<file path="src/rtl/xdma_dsc_gen_pkg.sv">
// rtl/xdma_dsc_gen_pkg.sv - shared constants and state type for the XDMA descriptor generator
//
// Package xdma_dsc_pkg: command field positions inside the 104-bit command
// beat, direction selectors, and the generator state enum. No ports.
package xdma_dsc_pkg;

  localparam int CMD_W    = 104;
  localparam int ADDR_LSB = 32;
  localparam int ADDR_MSB = 95;
  localparam int LEN_MSB  = 22;

  localparam int DIR_C2H = 0;
  localparam int DIR_H2C = 1;

  typedef enum logic {
    ST_IDLE  = 1'b0,
    ST_ISSUE = 1'b1
  } state_e;

endpackage

</file>
<file path="src/rtl/xdma_dsc_gen_if.sv">
// rtl/xdma_dsc_gen_if.sv - XDMA descriptor-bypass port bundle
//
// Signals:
//   dsc_ready     XDMA can take a descriptor
//   dsc_load      descriptor transferred this cycle
//   dsc_ctl       control word (driven 0)
//   dsc_src_addr  source address (H2C chunk address)
//   dsc_dst_addr  destination address (C2H chunk address)
//   dsc_len       chunk byte length
//   dsc_done      one-cycle pulse per completed descriptor
// Modports: master = descriptor generator, slave = XDMA side.
interface xdma_dsc_gen_if;

  logic        dsc_ready;
  logic        dsc_load;
  logic [15:0] dsc_ctl;
  logic [63:0] dsc_src_addr;
  logic [63:0] dsc_dst_addr;
  logic [27:0] dsc_len;
  logic        dsc_done;

  modport master (
    input  dsc_ready, dsc_done,
    output dsc_load, dsc_ctl, dsc_src_addr, dsc_dst_addr, dsc_len
  );

  modport slave (
    output dsc_ready, dsc_done,
    input  dsc_load, dsc_ctl, dsc_src_addr, dsc_dst_addr, dsc_len
  );

endinterface

</file>
<file path="src/rtl/xdma_dsc_credit.sv">
// rtl/xdma_dsc_credit.sv - outstanding-descriptor credit counter
//
// Ports:
//   clk, resetn  clock, synchronous active-low reset
//   inc          one descriptor issued this cycle
//   dec          one descriptor completed this cycle
//   count        issued-but-not-completed descriptors
//   credit_ok    count below MAX_OUTSTANDING, another issue is allowed
//   underflow    sticky: a completion arrived with nothing outstanding
module xdma_dsc_credit #(
  parameter int MAX_OUTSTANDING = 8,
  parameter int CNT_W           = 8
) (
  input  logic             clk,
  input  logic             resetn,
  input  logic             inc,
  input  logic             dec,
  output logic [CNT_W-1:0] count,
  output logic             credit_ok,
  output logic             underflow
);

  localparam logic [CNT_W-1:0] LIMIT = CNT_W'(MAX_OUTSTANDING);

  always_ff @(posedge clk) begin
    if (!resetn) begin
      count     <= '0;
      underflow <= 1'b0;
    end else begin
      case ({inc, dec})
        2'b10: count <= count + CNT_W'(1);
        2'b01: begin
          // A stray completion never wraps the counter; it is only flagged.
          if (count == '0) underflow <= 1'b1;
          else             count     <= count - CNT_W'(1);
        end
        default: ;
      endcase
    end
  end

  assign credit_ok = (count < LIMIT);

endmodule

</file>
<file path="src/rtl/xdma_dsc_gen.sv">
// rtl/xdma_dsc_gen.sv - splits transfer commands into XDMA bypass descriptors
//
// Optional feature macro: XDMA_DSC_GEN_STATS_EN (adds stat_cmds / stat_dscs).
// Ports:
//   clk, resetn       clock, synchronous active-low reset
//   S_AXIS_tdata      command: [95:32] host address, [22:0] byte length
//   S_AXIS_tvalid     command valid
//   S_AXIS_tready     command accepted when tvalid && tready
//   dsc               descriptor-bypass port (xdma_dsc_gen_if.master)
//   busy              a command is being split or descriptors are outstanding
//   err_underflow     sticky: dsc_done seen with nothing outstanding
//   stat_cmds         (macro only) non-empty commands accepted
//   stat_dscs         (macro only) descriptors loaded
module xdma_dsc_gen
  import xdma_dsc_pkg::*;
#(
  parameter int          DIRECTION       = DIR_C2H,
  parameter logic [31:0] MAX_CHUNK       = 32'h0001_0000,
  parameter int          MAX_OUTSTANDING = 8,
  parameter int          CNT_W           = 8
) (
  input  logic              clk,
  input  logic              resetn,
  input  logic [CMD_W-1:0]  S_AXIS_tdata,
  input  logic              S_AXIS_tvalid,
  output logic              S_AXIS_tready,
  xdma_dsc_gen_if.master    dsc,
  output logic              busy,
  output logic              err_underflow
`ifdef XDMA_DSC_GEN_STATS_EN
  ,
  output logic [31:0]       stat_cmds,
  output logic [31:0]       stat_dscs
`endif
);

  state_e           state, state_nxt;
  logic [63:0]      addr, addr_nxt;
  logic [LEN_MSB:0] rem, rem_nxt;
  logic [LEN_MSB:0] chunk;
  logic             in_issue;
  logic             accept;
  logic             load;
  logic             credit_ok;
  logic [CNT_W-1:0] outstanding;

  logic unused_cmd_bits;
  assign unused_cmd_bits = ^{S_AXIS_tdata[CMD_W-1:ADDR_MSB+1], S_AXIS_tdata[ADDR_LSB-1:LEN_MSB+1]};

  // MAX_CHUNK may be 2^23, one bit wider than rem; the comparison is done at
  // 32 bits and the truncated MAX_CHUNK is only selected when rem exceeds it.
  assign chunk    = (32'(rem) > MAX_CHUNK) ? MAX_CHUNK[LEN_MSB:0] : rem;
  assign in_issue = (state == ST_ISSUE);

  assign S_AXIS_tready = resetn && (state == ST_IDLE);
  assign accept        = S_AXIS_tvalid && S_AXIS_tready;
  assign load          = resetn && in_issue && dsc.dsc_ready && credit_ok;

  always_ff @(posedge clk) begin
    if (!resetn) begin
      state <= ST_IDLE;
      addr  <= '0;
      rem   <= '0;
    end else begin
      state <= state_nxt;
      addr  <= addr_nxt;
      rem   <= rem_nxt;
    end
  end

  always_comb begin
    state_nxt = state;
    addr_nxt  = addr;
    rem_nxt   = rem;
    case (state)
      ST_IDLE: begin
        if (accept) begin
          addr_nxt = S_AXIS_tdata[ADDR_MSB:ADDR_LSB];
          rem_nxt  = S_AXIS_tdata[LEN_MSB:0];
          // Zero-length commands are swallowed without leaving IDLE.
          if (S_AXIS_tdata[LEN_MSB:0] != '0) state_nxt = ST_ISSUE;
        end
      end
      ST_ISSUE: begin
        if (load) begin
          addr_nxt = addr + 64'(chunk);
          rem_nxt  = rem - chunk;
          if (rem == chunk) state_nxt = ST_IDLE;
        end
      end
      default: state_nxt = ST_IDLE;
    endcase
  end

  assign dsc.dsc_load = load;
  assign dsc.dsc_ctl  = '0;
  assign dsc.dsc_len  = in_issue ? 28'(chunk) : '0;

  if (DIRECTION == DIR_H2C) begin : g_h2c
    assign dsc.dsc_src_addr = in_issue ? addr : '0;
    assign dsc.dsc_dst_addr = '0;
  end else begin : g_c2h
    assign dsc.dsc_src_addr = '0;
    assign dsc.dsc_dst_addr = in_issue ? addr : '0;
  end

  xdma_dsc_credit #(
    .MAX_OUTSTANDING (MAX_OUTSTANDING),
    .CNT_W           (CNT_W)
  ) u_credit (
    .clk       (clk),
    .resetn    (resetn),
    .inc       (load),
    .dec       (dsc.dsc_done),
    .count     (outstanding),
    .credit_ok (credit_ok),
    .underflow (err_underflow)
  );

  assign busy = (state != ST_IDLE) || (outstanding != '0);

`ifdef XDMA_DSC_GEN_STATS_EN
  always_ff @(posedge clk) begin
    if (!resetn) begin
      stat_cmds <= '0;
      stat_dscs <= '0;
    end else begin
      if (accept && (S_AXIS_tdata[LEN_MSB:0] != '0)) stat_cmds <= stat_cmds + 32'd1;
      if (load) stat_dscs <= stat_dscs + 32'd1;
    end
  end
`endif

endmodule

</file>
<file path="src/flat_wrapper.sv">
// flat-port wrapper written by rule: the top's interface ports become plain ports
module xdma_dsc_gen_flat import xdma_dsc_pkg::*;
#(
  parameter int          DIRECTION       = DIR_C2H,
  parameter logic [31:0] MAX_CHUNK       = 32'h0001_0000,
  parameter int          MAX_OUTSTANDING = 8,
  parameter int          CNT_W           = 8
)
  (clk, resetn, S_AXIS_tdata, S_AXIS_tvalid, S_AXIS_tready, busy, err_underflow, dsc_dsc_ready, dsc_dsc_done, dsc_dsc_load, dsc_dsc_ctl, dsc_dsc_src_addr, dsc_dsc_dst_addr, dsc_dsc_len);
  xdma_dsc_gen_if dsc_i ();
  input  logic clk;
  input  logic resetn;
  input  logic [CMD_W-1:0] S_AXIS_tdata;
  input  logic S_AXIS_tvalid;
  output logic S_AXIS_tready;
  output logic busy;
  output logic err_underflow;
  input wire logic [$bits(dsc_i.dsc_ready)-1:0] dsc_dsc_ready;
  input wire logic [$bits(dsc_i.dsc_done)-1:0] dsc_dsc_done;
  output wire logic [$bits(dsc_i.dsc_load)-1:0] dsc_dsc_load;
  output wire logic [$bits(dsc_i.dsc_ctl)-1:0] dsc_dsc_ctl;
  output wire logic [$bits(dsc_i.dsc_src_addr)-1:0] dsc_dsc_src_addr;
  output wire logic [$bits(dsc_i.dsc_dst_addr)-1:0] dsc_dsc_dst_addr;
  output wire logic [$bits(dsc_i.dsc_len)-1:0] dsc_dsc_len;
  assign dsc_i.dsc_ready = dsc_dsc_ready;
  assign dsc_i.dsc_done = dsc_dsc_done;
  assign dsc_dsc_load = dsc_i.dsc_load;
  assign dsc_dsc_ctl = dsc_i.dsc_ctl;
  assign dsc_dsc_src_addr = dsc_i.dsc_src_addr;
  assign dsc_dsc_dst_addr = dsc_i.dsc_dst_addr;
  assign dsc_dsc_len = dsc_i.dsc_len;
  xdma_dsc_gen #(.DIRECTION(DIRECTION), .MAX_CHUNK(MAX_CHUNK), .MAX_OUTSTANDING(MAX_OUTSTANDING), .CNT_W(CNT_W)) u_core (.clk(clk), .resetn(resetn), .S_AXIS_tdata(S_AXIS_tdata), .S_AXIS_tvalid(S_AXIS_tvalid), .S_AXIS_tready(S_AXIS_tready), .dsc(dsc_i), .busy(busy), .err_underflow(err_underflow));
endmodule
</file>
<file path="config.mk">
export PLATFORM = sky130hd
export DESIGN_NAME = xdma_dsc_gen_flat
export DESIGN_NICKNAME = d
export VERILOG_FILES = /design/src/rtl/xdma_dsc_gen_pkg.sv /design/src/rtl/xdma_dsc_gen_if.sv /design/src/rtl/xdma_dsc_credit.sv /design/src/rtl/xdma_dsc_gen.sv /design/src/flat_wrapper.sv
export SDC_FILE = /design/constraint.sdc
export NUM_CORES = 1
export LEC_CHECK = 0
export BUFFER_PORTS_ARGS = -buffer_cell sky130_fd_sc_hd__buf_2
export CAP_MARGIN = 5
export CORE_UTILIZATION = 40
export CTS_BUF_LIST = sky130_fd_sc_hd__clkbuf_8
export CTS_CLUSTER_SIZE = 20
export DETAILED_ROUTE_END_ITERATION = 7
export MAX_ROUTING_LAYER = met4
export PLACE_DENSITY = 0.64
export SYNTH_ARGS = -nofsm -noshare
export SYNTH_HDL_FRONTEND = slang
export SYNTH_SLANG_ARGS = --single-unit
</file>
<file path="constraint.sdc">
create_clock -name clk -period 5.05 [get_ports clk]
set_input_delay 1.01 -clock clk [delete_from_list [all_inputs] [get_ports clk]]
set_output_delay 1.01 -clock clk [all_outputs]
set_load 0.01 [all_outputs]
</file>
======== Word level (Yosys, flattened, before mapping) ========
Index checks and enable logic that the tools add are counted.
storage, ports and cells
  word-level logic and storage cells ...... 47
  input port bits ......................... 109
  flip-flop bits (word level) ............. 97
  output and inout bits ................... 176
  memory bits (writable) .................. 0
  memories ................................ 0
  latch bits .............................. 0
  bits in read-only memories .............. 0
cells by class
  order comparisons ....................... 2
  shift-type cells ........................ 0
  $mul .................................... 0
  reductions and logical operators ........ 13
  add/subtract/negate cells ............... 4
  bitwise logic cells ..................... 1
  muxes and demuxes ....................... 16
  eq/ne operators ......................... 6
  div/mod/pow operators ................... 0
operators with widths
  cell                  number
  $mux 64               3
  $pmux 64 s2           1
  $mux 23               4
  $add 64x23->64        1
  $pmux 23 s2           1
  $eq 23x23->1          1
  $gt 23x17->1 const B  1
  $reduce_bool 23->1    1
  $sub 23x23->23        1
  $pmux 8 s2            1
  $add 8x1->8 const B   1
  $logic_not 8->1       1
  $lt 8x4->1 const B    1
  $mux 8                1
  $reduce_bool 8->1     1
  $sub 8x1->8 const B   1
  $reduce_and 2->1      3
  $logic_and 1x1->1     5
  $mux 1                4
  $ne 2x2->1 const B    2
  $eq 2x1->1 const B    1
  $eq 2x2->1 const B    1
  $ne 2x1->1 const B    1
  $pmux 1 s2            1
  other kinds (3)       3

======== Logic depth before layout (Yosys ltp) ========
Gate-level depths: netlist of the first run.
  depth after elaboration ................. 6
  depth in mapped cells ................... 16
  gate-level depth less buffers ........... 14

======== By module ========
Synthesis of the first run repeated with hierarchy kept, for this count alone.
unflattened totals
  cells, all modules ...................... 1,175
  area, all modules ....................... 8,505.7 um^2
by module, submodules not included
  module           area an instance (um^2)  cells each  times used
  xdma_dsc_gen     7,861.3                  1,096       1
  xdma_dsc_credit  644.4                    79          1

======== Least setup slack after synthesis of the first run ========
OpenSTA, ideal clock, no wires.
  path kind ............................... reg-to-reg
  start point ............................. reg u_core.rem[1]
  end point ............................... reg u_core.addr[43]
  stages on the path, launching flop included .. 16
  setup time .............................. 0.132 ns
  arrival time ............................ 3.641 ns
  path slack .............................. 1.277 ns
  cells stage by stage .................... dfxtp_1 -> or3_1 -> or3_4 -> o31ai_4 -> clkbuf_1 -> and3_1 -> ha_1 -> and3_1 -> and4_1 -> o211ai_1 -> nand3_1 -> a211oi_2 -> buf_2 -> nor2_1 -> a221oi_1 -> a21oi_1
on the way
  longest elaborated chain between the ends .. 5
RTL lines
  item                      RTL line            text
  start: declaration        xdma_dsc_gen.sv:39  logic [LEN_MSB:0] rem, rem_nxt;
  start signal: assignment  xdma_dsc_gen.sv:67  rem <= rem_nxt;
  $gt 23x17->1              xdma_dsc_gen.sv:52  assign chunk = (32'(rem) > MAX_CHUNK) ? MAX_CHUNK[LEN_MSB:0] : rem;
  $mux 23 *                 xdma_dsc_gen.sv:52
  $add 64x23->64 *          xdma_dsc_gen.sv:86  addr_nxt = addr + 64'(chunk);
  $mux 64 *                 xdma_dsc_gen.sv:85  if (load) begin
  $pmux 64 s2 *             xdma_dsc_gen.sv:75  case (state)
  end signal: assignment    xdma_dsc_gen.sv:66  addr <= addr_nxt;
  end: declaration          xdma_dsc_gen.sv:38  logic [63:0] addr, addr_nxt;
Every way passes the cells marked *; elsewhere a longest branch is shown, timed or not. The select of a mux whose other input is x is not followed.
A chain may end at the register's enable or synchronous reset.

======== Worst setup path after layout of the first run ========
  start point ............................. reg u_core.rem[6]
  end point ............................... reg u_core.addr[41]
Same word-level chain as after synthesis.

==> results of run 1 <==
## worst reg2reg max path: cells and delay by family, from the launching register on
kind,cells,cell delay [ns]
compound gates,6,1.79
simple gates,6,1.53
flops,1,0.38
fa+ha+maj,1,0.30
buf+inv,1,0.23
## cell type report
class                      count  area, um^2
tap                          270         338
clock buffer                   9         124
sequential                    97        1950
fill                        2123       11100
clock inverter                 7        80.1
inverter                      23        86.3
multi-input combinational    944        5660
timing repair buffer         194        1020
## routing by layer
layer	wire [um]	part of all wire, %	vias up
li1	-	-	4207
met1	11700	45	3972
met2	11900	46	376
met3	1820	7.0	40
met4	612	2.4	0
met5	0	0	-
## state kept, by name, indices dropped and copies added (netlist names)
signal                     count
u_core.u_credit.underflow      1
u_core.in_issue                1
u_core.u_credit.count          8
u_core.addr                   64
u_core.rem                    23
## through the flow
stage / setup slack, ns / cells / util (%) / power [mW] / area [um^2]
6_report: 0.710 / 1544 / 45.6 / 2.75 / 9250
5_1_grt: 0.393 / 1544 / 45.6 / 2.94 / 9250
4_1_cts: 0.750 / 1544 / 45.6 / 2.75 / 9250
3_5_place_dp: 0.781 / 1528 / 44.6 / 2.19 / 9040
3_3_place_gp: 0.826 / 1528 / 44.6 / 2.17 / 9040
2_1_floorplan: 1.28 / 1231 / - / 1.93 / 8680
## worst min path at each step
stage,startpoint,end,slack [ns],depth (start not counted)
floorplan,u_core.addr[63],u_core.addr[63],0.43,1
global placement,u_core.addr[63],u_core.addr[63],0.44,1
detailed placement,u_core.addr[63],u_core.addr[63],0.45,1
CTS,u_core.addr[63],u_core.addr[63],0.46,1
global route,u_core.addr[63],u_core.addr[63],0.49,1
finish,u_core.addr[63],u_core.addr[63],0.47,1
## power groups by stage
stage | Clock [mW] | Sequential, mW | Combinational, mW
after floorplan | 0 | 0.966 | 0.962
after global placement | 0 | 1.01 | 1.15
after detailed placement | 0 | 1.02 | 1.17
after CTS | 0.582 | 0.999 | 1.17
after global routing | 0.609 | 1.02 | 1.32
final | 0.572 | 1.00 | 1.18
## synth_stat cells, drive strengths merged (6+ instances only)
cell    instances
nand2          84
a22oi          11
mux2i          21
and3           43
a211oi         29
dfxtp          97
o21ai          58
nor3           39
nand3          46
nor4           20
or2             8
and2           68
inv            23
ha             30
o22ai           6
nand4          25
or4             9
a21oi          91
buf           115
a21o            9
xnor2          19
a31oi          13
xor2            8
o211ai         14
or3             9
clkbuf         52
nor2          102
## kinds of logic (layout without fill, tap and decap cells)
| kind of cell | count (synthesis) | count (layout) |
|---|---|---|
| AND/OR/NAND/NOR | 470 | 470 |
| AO/OA/AOI/OAI | 291 | 291 |
| buffers and inverters | 190 | 233 |
| flip-flops | 97 | 97 |
| adder cells (fa/ha/maj) | 32 | 32 |
| XOR/XNOR | 27 | 27 |
| multiplexers | 26 | 26 |
| other | 2 | 98 |
==> out/results.tsv, run 1 <==
metric	value	unit
status	finished clean	
syn_area	8320	um^2
timing.rr.start	u_core.rem[6]	
ys.flop_type	dfxtp_1	
cellLeakagePower	4.11	nW
power.switching	1.15	mW
finalClockSkew	0.0182	ns
postCtsSetupRepairBufs	0	
synth_top_family_by_area	simple AND/OR/NAND/NOR gates	
r2r-end	u_core.addr[41]	
comb_power_share	42.9	%
crit_buf_inv	1	
slowest_stage	a32oi_2	
fp.dieH	146	um
grt_util_met1	32.6	%
clkPwrFrac	20.8	%
cp_max_fo	14	
ir_worst_vdd	0.000152	V
cts_resized	0	
wl	26.0	mm
gr-usage-met3	3.44	%
final_common_cell	buf_2	
hpwl	18.4	mm
worstSetupPathDepth	14	
cts_htree_levels	3	
fp.coreArea	20300	um^2
vias_per_cell	5.57	
synth_fa_ha_area_share	5.00	%
worstSetupPathType	reg -> reg	
endpoint	u_core.addr[41]	
crit_path_start_kind	flip-flop	
syn2layout_area_growth	11.2	%
wl_per_cell	16.8	um
antenna_left	0	
grt_pass1_vias	7731	
clk_latency	0.40	ns
start_util	41.0	%
cts_buffers	9	
drv_slew	0	
final_hold_viol_count	0	
worstSetupEndpointType	flip-flop	
swShare	41.8	%
drt_iter0_markers	736	
syn_avg_cell_area	7.33	um^2
ios	285	
slew_headroom	40.5	%
cts-root-buf	clkbuf_8	
grt_overflow_total	0	
synth-edff-count	0	
tritoncts	yes	
synthXorXnorAreaFrac	2.84	%
hp-class	reg -> reg	
period_share	85.9	%
synth_compound_area_share	23.0	%
chipWidth	146	um
worst_pin_slew	0.892	ns
netlist.area_leader.share	23.4	%
rsz0062_at_grt	false	
p_seq_share	36.3	%
globalplace.congestion	0.874	
firstDrtPassIters	5	
drc	0	
vias	8595	
row_count	52	
path_cells	nor4_2, nand4_1, o31ai_4, buf_4, and3_1, ha_1, a21oi_1, o211ai_1, a21boi_1, nand3_1, a32oi_2, nor2_1, a311oi_1, nor3_1	
reg2reg_depth	14	
slowest_delay	0.57	ns
yosys_warnings	0	
async_reset_ff_share	0	%
clk_pin_slew_worst_paths	0.10	ns
setup.worst_path.start	u_core.rem[6]	
final_cell_mix	buf_2, nor2_1, conb_1	
muxShareOfSynthArea	3.20	%
seq_area_frac_synth	23.4	%
antenna_found_initial	0	
yosysTopAreaCell	dfxtp_1	
max-cap-violations	0	
power_density	298	nW/um^2
cts_hold_buf	0	
grt_start_max_net_pins	59	
synthCells	1135	
synthSimpleGateAreaFrac	29.4	%
ys_top_cells_by_area	dfxtp_1, buf_4, a21oi_1	
diodes	0	
ys_ff_latch	97	
finalCriticalPeriod	4.34	ns
port_buffers	176	
final.setup.tns	0	ns
gr-usage-met2	38.5	%
final_nets	1410	
cp_data_arrival_time	4.63	ns
crit_required	5.34	ns
max_freq	230	MHz
busiest_layer	met2	
reg2reg_slack	0.71	ns
grtUsageTotal	24.6	%
cts_buffer_depth	2	
holdWs	0.466	ns
p_int	1.60	mW
grt_pass1_wl	41.1	mm
drive_gt1_share	19.1	%
die-area	21400	um^2
critPathTopFamily	compound AO/OA/AOI/OAI gates	
cts.sinks	97	
setup_viol	0	
ys_types	82	
Power figures use the tool's default switching activity.
==> run 2: changes to the inputs <==
==> constraint.sdc (replaced) <==
create_clock -name clk -period 4.5 [get_ports clk]
set_input_delay 0.9 -clock clk [delete_from_list [all_inputs] [get_ports clk]]
set_output_delay 0.9 -clock clk [all_outputs]
set_load 0.01 [all_outputs]
==> out/results.tsv, run 2 (synthesis results as in run 1) <==
metric	value	unit
row_count	52	
clk_latency	0.39	ns
power_density	325	nW/um^2
grtUsageTotal	24.9	%
slew_headroom	44.8	%
n_fill_cell	2123	
whs_endpoint	u_core.addr[63]	
final_hold_viol_count	0	
setup_viol	0	
status	finished clean	
cp_common_cell	buf_4	
firstDrtPassIters	6	
drc	0	
wl_per_cell	17.1	um
fp.dieH	146	um
hpwl	18.5	mm
cts_buffer_depth	2	
crit_required	4.80	ns
cts_htree_levels	3	
crit_buf_inv	3	
largest_reg_flops	64	
syn2layout_area_growth	11.1	%
holdWs	0.467	ns
slowest_stage	fa_1	
finalCriticalPeriod	4.21	ns
antenna_found_initial	0	
tritoncts	yes	
reg_top3	u_core.addr (64), u_core.rem (23), u_core.u_credit.count (8)	
critPathTopFamily	simple AND/OR/NAND/NOR gates	
drive_gt1_share	19.4	%
worst_pin_slew	0.829	ns
cellLeakagePower	4.10	nW
cp_max_fo	5	
grt_overflow_total	0	
crit_path_start_kind	flip-flop	
worstSetupPathType	reg -> reg	
hold_path_startpoint	u_core.addr[63]	
multi_input_area	5660	um^2
antenna_left	0	
max-cap-violations	0	
final_nets	1414	
fp.coreArea	20300	um^2
hp-class	reg -> reg	
timing.rr.start	u_core.rem[1]	
drt_iter0_markers	649	
reg2reg_slack	0.29	ns
final_common_cell	buf_2	
fin_cells	1546	
reg2reg_depth	16	
cts_resized	0	
path_cells	or3_1, or3_4, o31ai_4, and3_1, inv_1, fa_1, nand2b_1, a21oi_2, o22ai_1, a211oi_2, buf_4, o211ai_1, nor4_2, buf_4, a211oi_1, a311oi_1	
chipWidth	146	um
grt_pass1_wl	41.6	mm
cts-root-buf	clkbuf_8	
clk_pin_slew_worst_paths	0.10	ns
ir_worst_vdd	0.000129	V
cts_hold_buf	0	
whs_path_depth	1	
dp.cells	1532	
seqCellArea	1950	um^2
r2r-end	u_core.addr[56]	
cts_buffers	9	
slowest_delay	0.46	ns
max_freq	238	MHz
port_buffers	176	
largest-register	u_core.addr	
drv_slew	0	
period_share	93.5	%
vias	8676	
worstSetupEndpointType	flip-flop	
cts.sinks	97	
setup_slack	0.292	ns
finalClockSkew	0.0168	ns
grt_pass1_vias	7833	
vias_per_cell	5.61	
wl	26.5	mm
rsz0062_at_grt	false	
start_util	41.0	%
final.setup.tns	0	ns
ios	285	
die-area	21400	um^2
postCtsSetupRepairBufs	0	
diodes	0	
pre_cts_ws	0.349	ns
final_cell_mix	buf_2, nor2_1, conb_1	
globalplace.congestion	0.909	
cp_data_arrival_time	4.51	ns
final_util	45.5	%
grt_start_max_net_pins	78	
run 2: changes by cell type in the layout (fill, tap and decap cells not counted), sizes merged:
cell      delta
clkinvlp     +1
inv          -2
buf          +4
clkinv       +1
bufinv       -2
run 2: final cells by class:
class | count | share of cell area (%)
clock buffer | 9 | 1.34
timing repair buffer | 198 | 11.5
multi-input combinational | 944 | 61.3
inverter | 23 | 0.934
tap | 270 | 3.66
sequential | 97 | 21.1
clock inverter | 5 | 0.311
run 2: worst max path at each step:
stage | start | end | cells after the start
finish | u_core.rem[1] | u_core.addr[56] | 16
global route | u_core.rem[1] | u_core.addr[63] | 15
CTS | u_core.rem[1] | u_core.addr[56] | 16
detailed placement | u_core.rem[1] | u_core.addr[56] | 16
global placement | u_core.rem[1] | u_core.addr[56] | 16
floorplan | u_core.rem[1] | u_core.addr[43] | 15
run 2: power breakdown:
| group | switching [mW] | internal, mW |
|---|---|---|
| Combinational | 0.832 | 0.525 |
| Clock | 0.334 | 0.192 |
| Sequential | 0.137 | 0.980 |
| Total | 1.30 | 1.70 |
run 2: routing by layer:
metal | track usage (%) | wire (um) | vias up
li1 | - | - | 4217
met1 | 32.9 | 11600 | 4003
met2 | 39.3 | 12300 | 416
met3 | 2.84 | 2020 | 40
met4 | 8.54 | 546 | 0
met5 | - | 0 | -
run 2: through the flow:
stage | total power [mW] | instance area (um^2)
after floorplan | 2.16 | 8680
after global placement | 2.45 | 9090
after detailed placement | 2.47 | 9090
after CTS | 3.00 | 9240
after global routing | 3.23 | 9240
final | 3.00 | 9240
